### config.mk
export PLATFORM = sky130hd
export DESIGN_NAME = icache_direct
export DESIGN_NICKNAME = d
export VERILOG_FILES = /design/src/rtl/icache_direct.sv
export SDC_FILE = /design/constraint.sdc
export NUM_CORES = 2
export LEC_CHECK = 0
export CAP_MARGIN = 20
export CORE_AREA = 2 2 288 290
export CTS_BUF_LIST = sky130_fd_sc_hd__clkbuf_8
export DETAILED_ROUTE_END_ITERATION = 10
export DIE_AREA = 0 0 290 292
export PLACE_DENSITY = 0.8
export SLEW_MARGIN = 30
export SYNTH_ARGS = -nofsm -noshare
export SYNTH_HDL_FRONTEND = slang
export SYNTH_SLANG_ARGS = --single-unit
### constraint.sdc
create_clock -name CLK -period 75.7 [get_ports CLK]
set_clock_uncertainty 0.2 [all_clocks]
set_input_delay 15.14 -clock CLK [delete_from_list [all_inputs] [get_ports CLK]]
set_output_delay 15.14 -clock CLK [all_outputs]
set_load 0.02 [all_outputs]
### src/rtl/icache_direct.sv
// icache_direct: direct-mapped, read-only instruction cache.
// Hits return combinationally; misses fill one word from memory, with ihit
// held low to stall the datapath. Optional hit/miss counters are enabled by
// the ICACHE_STATS_EN macro.
module icache_direct #(
  parameter int SETS = 16
) (
  input  logic        CLK,
  input  logic        nRST,      // active-high asynchronous reset
  input  logic        imemREN,
  input  logic [31:0] imemaddr,
  output logic        ihit,
  output logic [31:0] imemload,
  output logic        iREN,
  output logic [31:0] iaddr,
  input  logic        iwait,
  input  logic [31:0] iload
`ifdef ICACHE_STATS_EN
  ,
  output logic [31:0] hit_count,
  output logic [31:0] miss_count
`endif
);
  localparam int IDX_W = $clog2(SETS);
  localparam int TAG_W = 30 - IDX_W;

  typedef enum logic {IDLE = 1'b0, FETCH = 1'b1} state_t;

  state_t                      state_q, state_d;
  // Only the word address is kept; the byte offset is always zero.
  logic [29:0]                 miss_addr_q, miss_addr_d;
  logic [SETS-1:0]             valid_q, valid_d;
  logic [SETS-1:0][TAG_W-1:0]  tag_q, tag_d;
  logic [SETS-1:0][31:0]       data_q, data_d;

  logic [IDX_W-1:0] req_idx, miss_idx;
  logic [TAG_W-1:0] req_tag, miss_tag;
  logic             lookup_hit;
  logic             unused_ok;

  assign req_idx   = imemaddr[IDX_W+1:2];
  assign req_tag   = imemaddr[31:IDX_W+2];
  assign miss_idx  = miss_addr_q[IDX_W-1:0];
  assign miss_tag  = miss_addr_q[29:IDX_W];
  assign unused_ok = ^imemaddr[1:0];

  // Tag compare against the frame selected by the request index.
  always_comb begin
    lookup_hit = valid_q[req_idx] && (tag_q[req_idx] == req_tag);
  end

  // Next-state, fill write and output decode; everything idles under reset.
  always_comb begin
    state_d     = state_q;
    miss_addr_d = miss_addr_q;
    valid_d     = valid_q;
    tag_d       = tag_q;
    data_d      = data_q;
    ihit        = 1'b0;
    imemload    = '0;
    iREN        = 1'b0;
    iaddr       = '0;
    if (!nRST) begin
      case (state_q)
        IDLE: begin
          if (imemREN) begin
            if (lookup_hit) begin
              ihit     = 1'b1;
              imemload = data_q[req_idx];
            end else begin
              miss_addr_d = imemaddr[31:2];
              state_d     = FETCH;
            end
          end
        end
        FETCH: begin
          // The fill always runs to completion on the latched address.
          iREN  = 1'b1;
          iaddr = {miss_addr_q, 2'b00};
          if (!iwait) begin
            valid_d[miss_idx] = 1'b1;
            tag_d[miss_idx]   = miss_tag;
            data_d[miss_idx]  = iload;
            state_d           = IDLE;
          end
        end
        default: state_d = IDLE;
      endcase
    end
  end

  // Cache state register; reset drops any in-flight fill and empties the cache.
  always_ff @(posedge CLK or posedge nRST) begin
    if (nRST) begin
      state_q     <= IDLE;
      miss_addr_q <= '0;
      valid_q     <= '0;
      tag_q       <= '0;
      data_q      <= '0;
    end else begin
      state_q     <= state_d;
      miss_addr_q <= miss_addr_d;
      valid_q     <= valid_d;
      tag_q       <= tag_d;
      data_q      <= data_d;
    end
  end

`ifdef ICACHE_STATS_EN
  logic [31:0] hit_count_q, hit_count_d;
  logic [31:0] miss_count_q, miss_count_d;

  // Free-running wrap-around counters of hit cycles and miss entries.
  always_comb begin
    hit_count_d  = hit_count_q + {31'd0, ihit};
    miss_count_d = miss_count_q + {31'd0, (state_q == IDLE) && (state_d == FETCH)};
  end

  // Counter registers.
  always_ff @(posedge CLK or posedge nRST) begin
    if (nRST) begin
      hit_count_q  <= '0;
      miss_count_q <= '0;
    end else begin
      hit_count_q  <= hit_count_d;
      miss_count_q <= miss_count_d;
    end
  end

  assign hit_count  = hit_count_q;
  assign miss_count = miss_count_q;
`endif
endmodule
==> metrics.log <==
INFO  metric crit_slowest_cell = buf_4
INFO  metric reg2regPathDepth = 9
INFO  metric drt_first_iter_violations = approximately 1800
INFO  metric critPathLaunchType = input pin
INFO  metric comb_power_share = 0.229
INFO  metric timing.hold.worst.class = reg2reg
INFO  metric max_clk_rate = ~27 MHz
INFO  metric timing.critical_path.slowest_cell_delay = between 0.7 and 0.8 ns
INFO  metric power_density = about 34 nW/um^2
INFO  metric route.antenna.remaining_nets = 0
INFO  metric final_hold_viol_count = 0
INFO  metric synth_mux_area_frac = 0.387
INFO  metric seq_power_share = 0.499
INFO  metric final_tns_setup = 0 ns
INFO  metric critical_path.cell_chain = buf_8, buf_4, buf_4, mux4_2, a22o_1, a221oi_2, xor2_1, o2111ai_1, nor4_2, nand4_1, buf_4, nor2b_1, clkdlybuf4s50_1
INFO  metric post_synthesis_share_of_cell_area_spent_on_full_adders_half_adders_and_majority_gates = 0
INFO  metric synth_seq_cells = ~980
INFO  metric yosys_warnings = 0
INFO  metric tritoncts_num_sinks = 975
INFO  metric sequential_fraction_of_the_synthesis_area = 0.548
INFO  metric timing.critical_path.required = 60.36 ns
INFO  metric worst_setup_path_end_kind = primary output
INFO  metric power.leakage = 23.8 nW
INFO  metric count_of_flip_flops_with_a_built_in_enable_after_synthesis = 0
INFO  metric worst_setup_hold_path_clk_slew = around 0.060 ns
INFO  metric syn_area = between 40000 and 50000 um^2
INFO  metric postCtsResizedCells = 0
INFO  metric areaGrowthSynthToFinish = 12.1%
INFO  metric post_synth_arst_share = 1.00
INFO  metric timing.hold.worst_endpoint = valid_q[7]
INFO  metric power.switching = ~0.46 mW
INFO  metric final_slew_viol_count = 0
INFO  metric synth_cell_types = 53
INFO  metric non_filler_instance_count_after_layout = about 4100
INFO  metric worst-r2r-setup-slack = just over 70 ns
INFO  metric remaining_drc_errors = 0
INFO  metric fin_crit = ~36 ns
INFO  metric die_width = 290 um
INFO  metric grt_pass1_wl = around 170 mm
INFO  metric share_clk_of_total_power = 0.272
INFO  metric gpl.final_weighted_congestion = around 0.76
INFO  metric postSynthAreaPerCell = between 15 and 20 um^2
INFO  metric synth_compound_gate_area_share = 0.00992
INFO  metric critical_path_peak_fanout = 95
INFO  metric crit_path_frequent_cell = buf_4
INFO  metric crit_arrival = between 20 and 25 ns
INFO  metric vias = 25100
INFO  metric max_cap_violations = 0
INFO  metric cp_num_buf_inv = 5
INFO  metric dp.final_hpwl = roughly 60 mm
INFO  metric rsz0062_at_grt = no
INFO  metric postSynth.topFlopCell = dfrtp_1
INFO  metric grt_pass1_vias = about 28000
INFO  metric wl_per_cell = 26.2 um
INFO  metric fin_nets = between 2000 and 3000
INFO  metric ctsLongestPathBuffers = 3
INFO  metric power_switching_share = 0.274
INFO  metric internal_pwr_total = roughly 1.2 mW
INFO  metric clock-root-buffer = clkbuf_8
INFO  metric drt_wl_total = around 110 mm
INFO  metric start_util = 0.546
INFO  metric height_of_the_die = roughly 300 um
INFO  metric place_inst = 3777
INFO  metric ios = roughly 130
INFO  metric crit-reg2reg-capture = miss_addr_q[22]
INFO  metric insertion_delay = ~0.81 ns
INFO  metric criticalPathCategory = in2out
INFO  metric cts_tree = built
INFO  metric maxSlewHeadroom = 0.326
INFO  metric number_of_vias_per_cell_after_detailed_routing = 6.18
INFO  metric grt.overflow.total = 0
INFO  metric report.final.setup_viol = 0
INFO  metric grt_max_degree = about 140
INFO  metric tightest_slew = roughly 1 ns
INFO  metric grt_use_total = 0.259
INFO  metric floorplan.rows = 105
INFO  metric worst_ir_drop_vdd = between 0.015 and 0.02 mV
INFO  metric design.core.area = 81600 um^2
INFO  metric cts_hold_repair.buffers = 0
INFO  metric cts_htree_levels = 4
INFO  metric drive_above_1_share = 0.506
INFO  metric parity_gate_share_of_the_synthesized_area_counting_xor_and_xnor_cells = 0.00433
INFO  metric synth_cells = between 2000 and 3000
INFO  metric tritoncts_buffers = 158
INFO  metric fp.dieArea = around 85000 um^2
INFO  metric synth-simple-area-share = 0.0262
INFO  metric placement.io_buffers = around 130
INFO  metric drt-pass1-iter-count = 5
INFO  metric synth_top_family_by_area = multiplexers
INFO  metric run_status = completed
INFO  metric instance_count_along_the_most_critical_hold_path = 1
INFO  metric worst_hold_startpoint = valid_q[7]
INFO  metric cts.repair_timing.setup_buffer_count = 0
INFO  metric worst_r2r_startpoint = tag_q[410]
INFO  metric antenna_found_initial = 10
INFO  metric final.period_utilization = 0.481
INFO  metric worst_path_dominant_cell_family = buffers and inverters
worst max-delay path by stage:
stage | from | end | cells past startpoint
after floorplan | nRST | iaddr[12] | 6
after global placement | imemaddr[4] | imemload[7] | 13
after detailed placement | imemaddr[4] | imemload[4] | 13
after CTS | imemaddr[4] | imemload[4] | 13
after global routing | imemaddr[4] | imemload[4] | 13
final | imemaddr[4] | imemload[4] | 13
power groups by stage:
stage                     clock [mW]  sequential, mW  combinational, mW
after floorplan                    0           0.801              0.329
after global placement             0           0.820              0.368
after detailed placement           0           0.847              0.388
after CTS                      0.465           0.838              0.390
after global routing           0.491           0.865              0.416
final                          0.458           0.841              0.386
cells in the mapped netlist (6+ instances only):
cell / n / area share
a22oi_1: 12 / 0.0020
mux2_2: 942 / 0.24
mux2i_1: 69 / 0.016
clkbuf_1: 102 / 0.0086
nand2_1: 23 / 0.0019
a221oi_1: 8 / 0.0016
nor3b_1: 7 / 0.0012
and2_1: 33 / 0.0046
mux4_2: 244 / 0.12
nand2b_1: 23 / 0.0032
o22ai_1: 6 / 0.00084
nand3_1: 7 / 0.00079
buf_1: 90 / 0.0076
nor2_1: 9 / 0.00076
and3_1: 6 / 0.00084
mux2_4: 29 / 0.0098
buf_4: 21 / 0.0035
nor2b_1: 44 / 0.0062
buf_2: 29 / 0.0033
dfrtp_1: 975 / 0.55
nand4_1: 14 / 0.0020
xnor2_1: 17 / 0.0033
worst register-to-register path, delay by kind of cell, from the launching register on:
kind | cells | cell delay (ns)
flip-flops | 1 | 0.38
AO/OA/AOI/OAI | 3 | 0.88
buffers and inverters | 1 | 0.39
multiplexers | 3 | 1.10
XOR/XNOR | 1 | 0.23
AND/OR/NAND/NOR | 1 | 0.44
through the flow:
step | total power, mW | util | cell area [um^2] | hold WS [ns] | worst slack, ns
after global placement | 1.19 | 0.570 | 46500 | 0.244 | 39.34
after floorplan | 1.13 | - | 44500 | 0.229 | 22.60
after global routing | 1.77 | 0.612 | 49900 | 0.276 | 39.03
after detailed placement | 1.23 | 0.571 | 46500 | 0.247 | 39.27
after CTS | 1.69 | 0.610 | 49800 | 0.262 | 39.25
final | 1.68 | 0.612 | 49900 | 0.261 | 39.30
layer usage:
metal | part of all wire | global-route usage | vias to the layer above
met5 | 0.00052 | 0 | -
met4 | 0.031 | 0.100 | 8
met3 | 0.048 | 0.0467 | 228
met2 | 0.50 | 0.421 | 657
met1 | 0.42 | 0.352 | 13700
li1 | - | - | 10600
logic make-up (layout without fill, tap and decap cells):
| family | after synthesis | after routing |
|---|---|---|
| multiplexers | 1284 | 1284 |
| flip-flops | 975 | 975 |
| buffers and inverters | 252 | 464 |
| AND/OR/NAND/NOR | 194 | 194 |
| AO/OA/AOI/OAI | 55 | 55 |
| XOR/XNOR | 22 | 22 |
| other | 1 | 5 |
placed cells by master (no fill, tap or decap), types with 5 or more instances in the layout:
cell             netlist  layout
dfrtp_1              975     975
mux2_2               942     942
mux4_2               244     244
clkbuf_8               0     199
clkdlybuf4s50_1        0     125
mux2i_1               69      69
inv_1                  5      63
nor2b_1               44      44
and2_1                33      33
mux2_4                29      29
buf_4                 21      24
nand2b_1              23      23
buf_6                  5      19
xnor2_1               17      17
nand4_1               14      14
nand2_1               23      13
clkinv_2               0      12
a22oi_1               12      12
nand2_4                0      10
nor2_1                 9       9
a221oi_1               8       8
nor3b_1                7       6
nand3_1                7       6
o22ai_1                6       6
nor3_1                 5       5
nand3b_1               5       5
xor2_1                 5       5
or3_1                  5       5
state kept, by name, summed over array words and instances (netlist names):
signal	flops
tag_q	416
miss_addr_q	30
data_q	512
valid_q	16
state_q	1
cell type report:
type	instances	area [um^2]
fill	5810	31700
sequential	975	24400
multi-input combinational	1557	19200
clock buffer	199	2740
timing repair buffer	173	1750
tap	1070	1340
clock inverter	87	495
inverter	5	32.5
antenna	3	7.51
No activity file was read; power rests on OpenSTA's default activity.
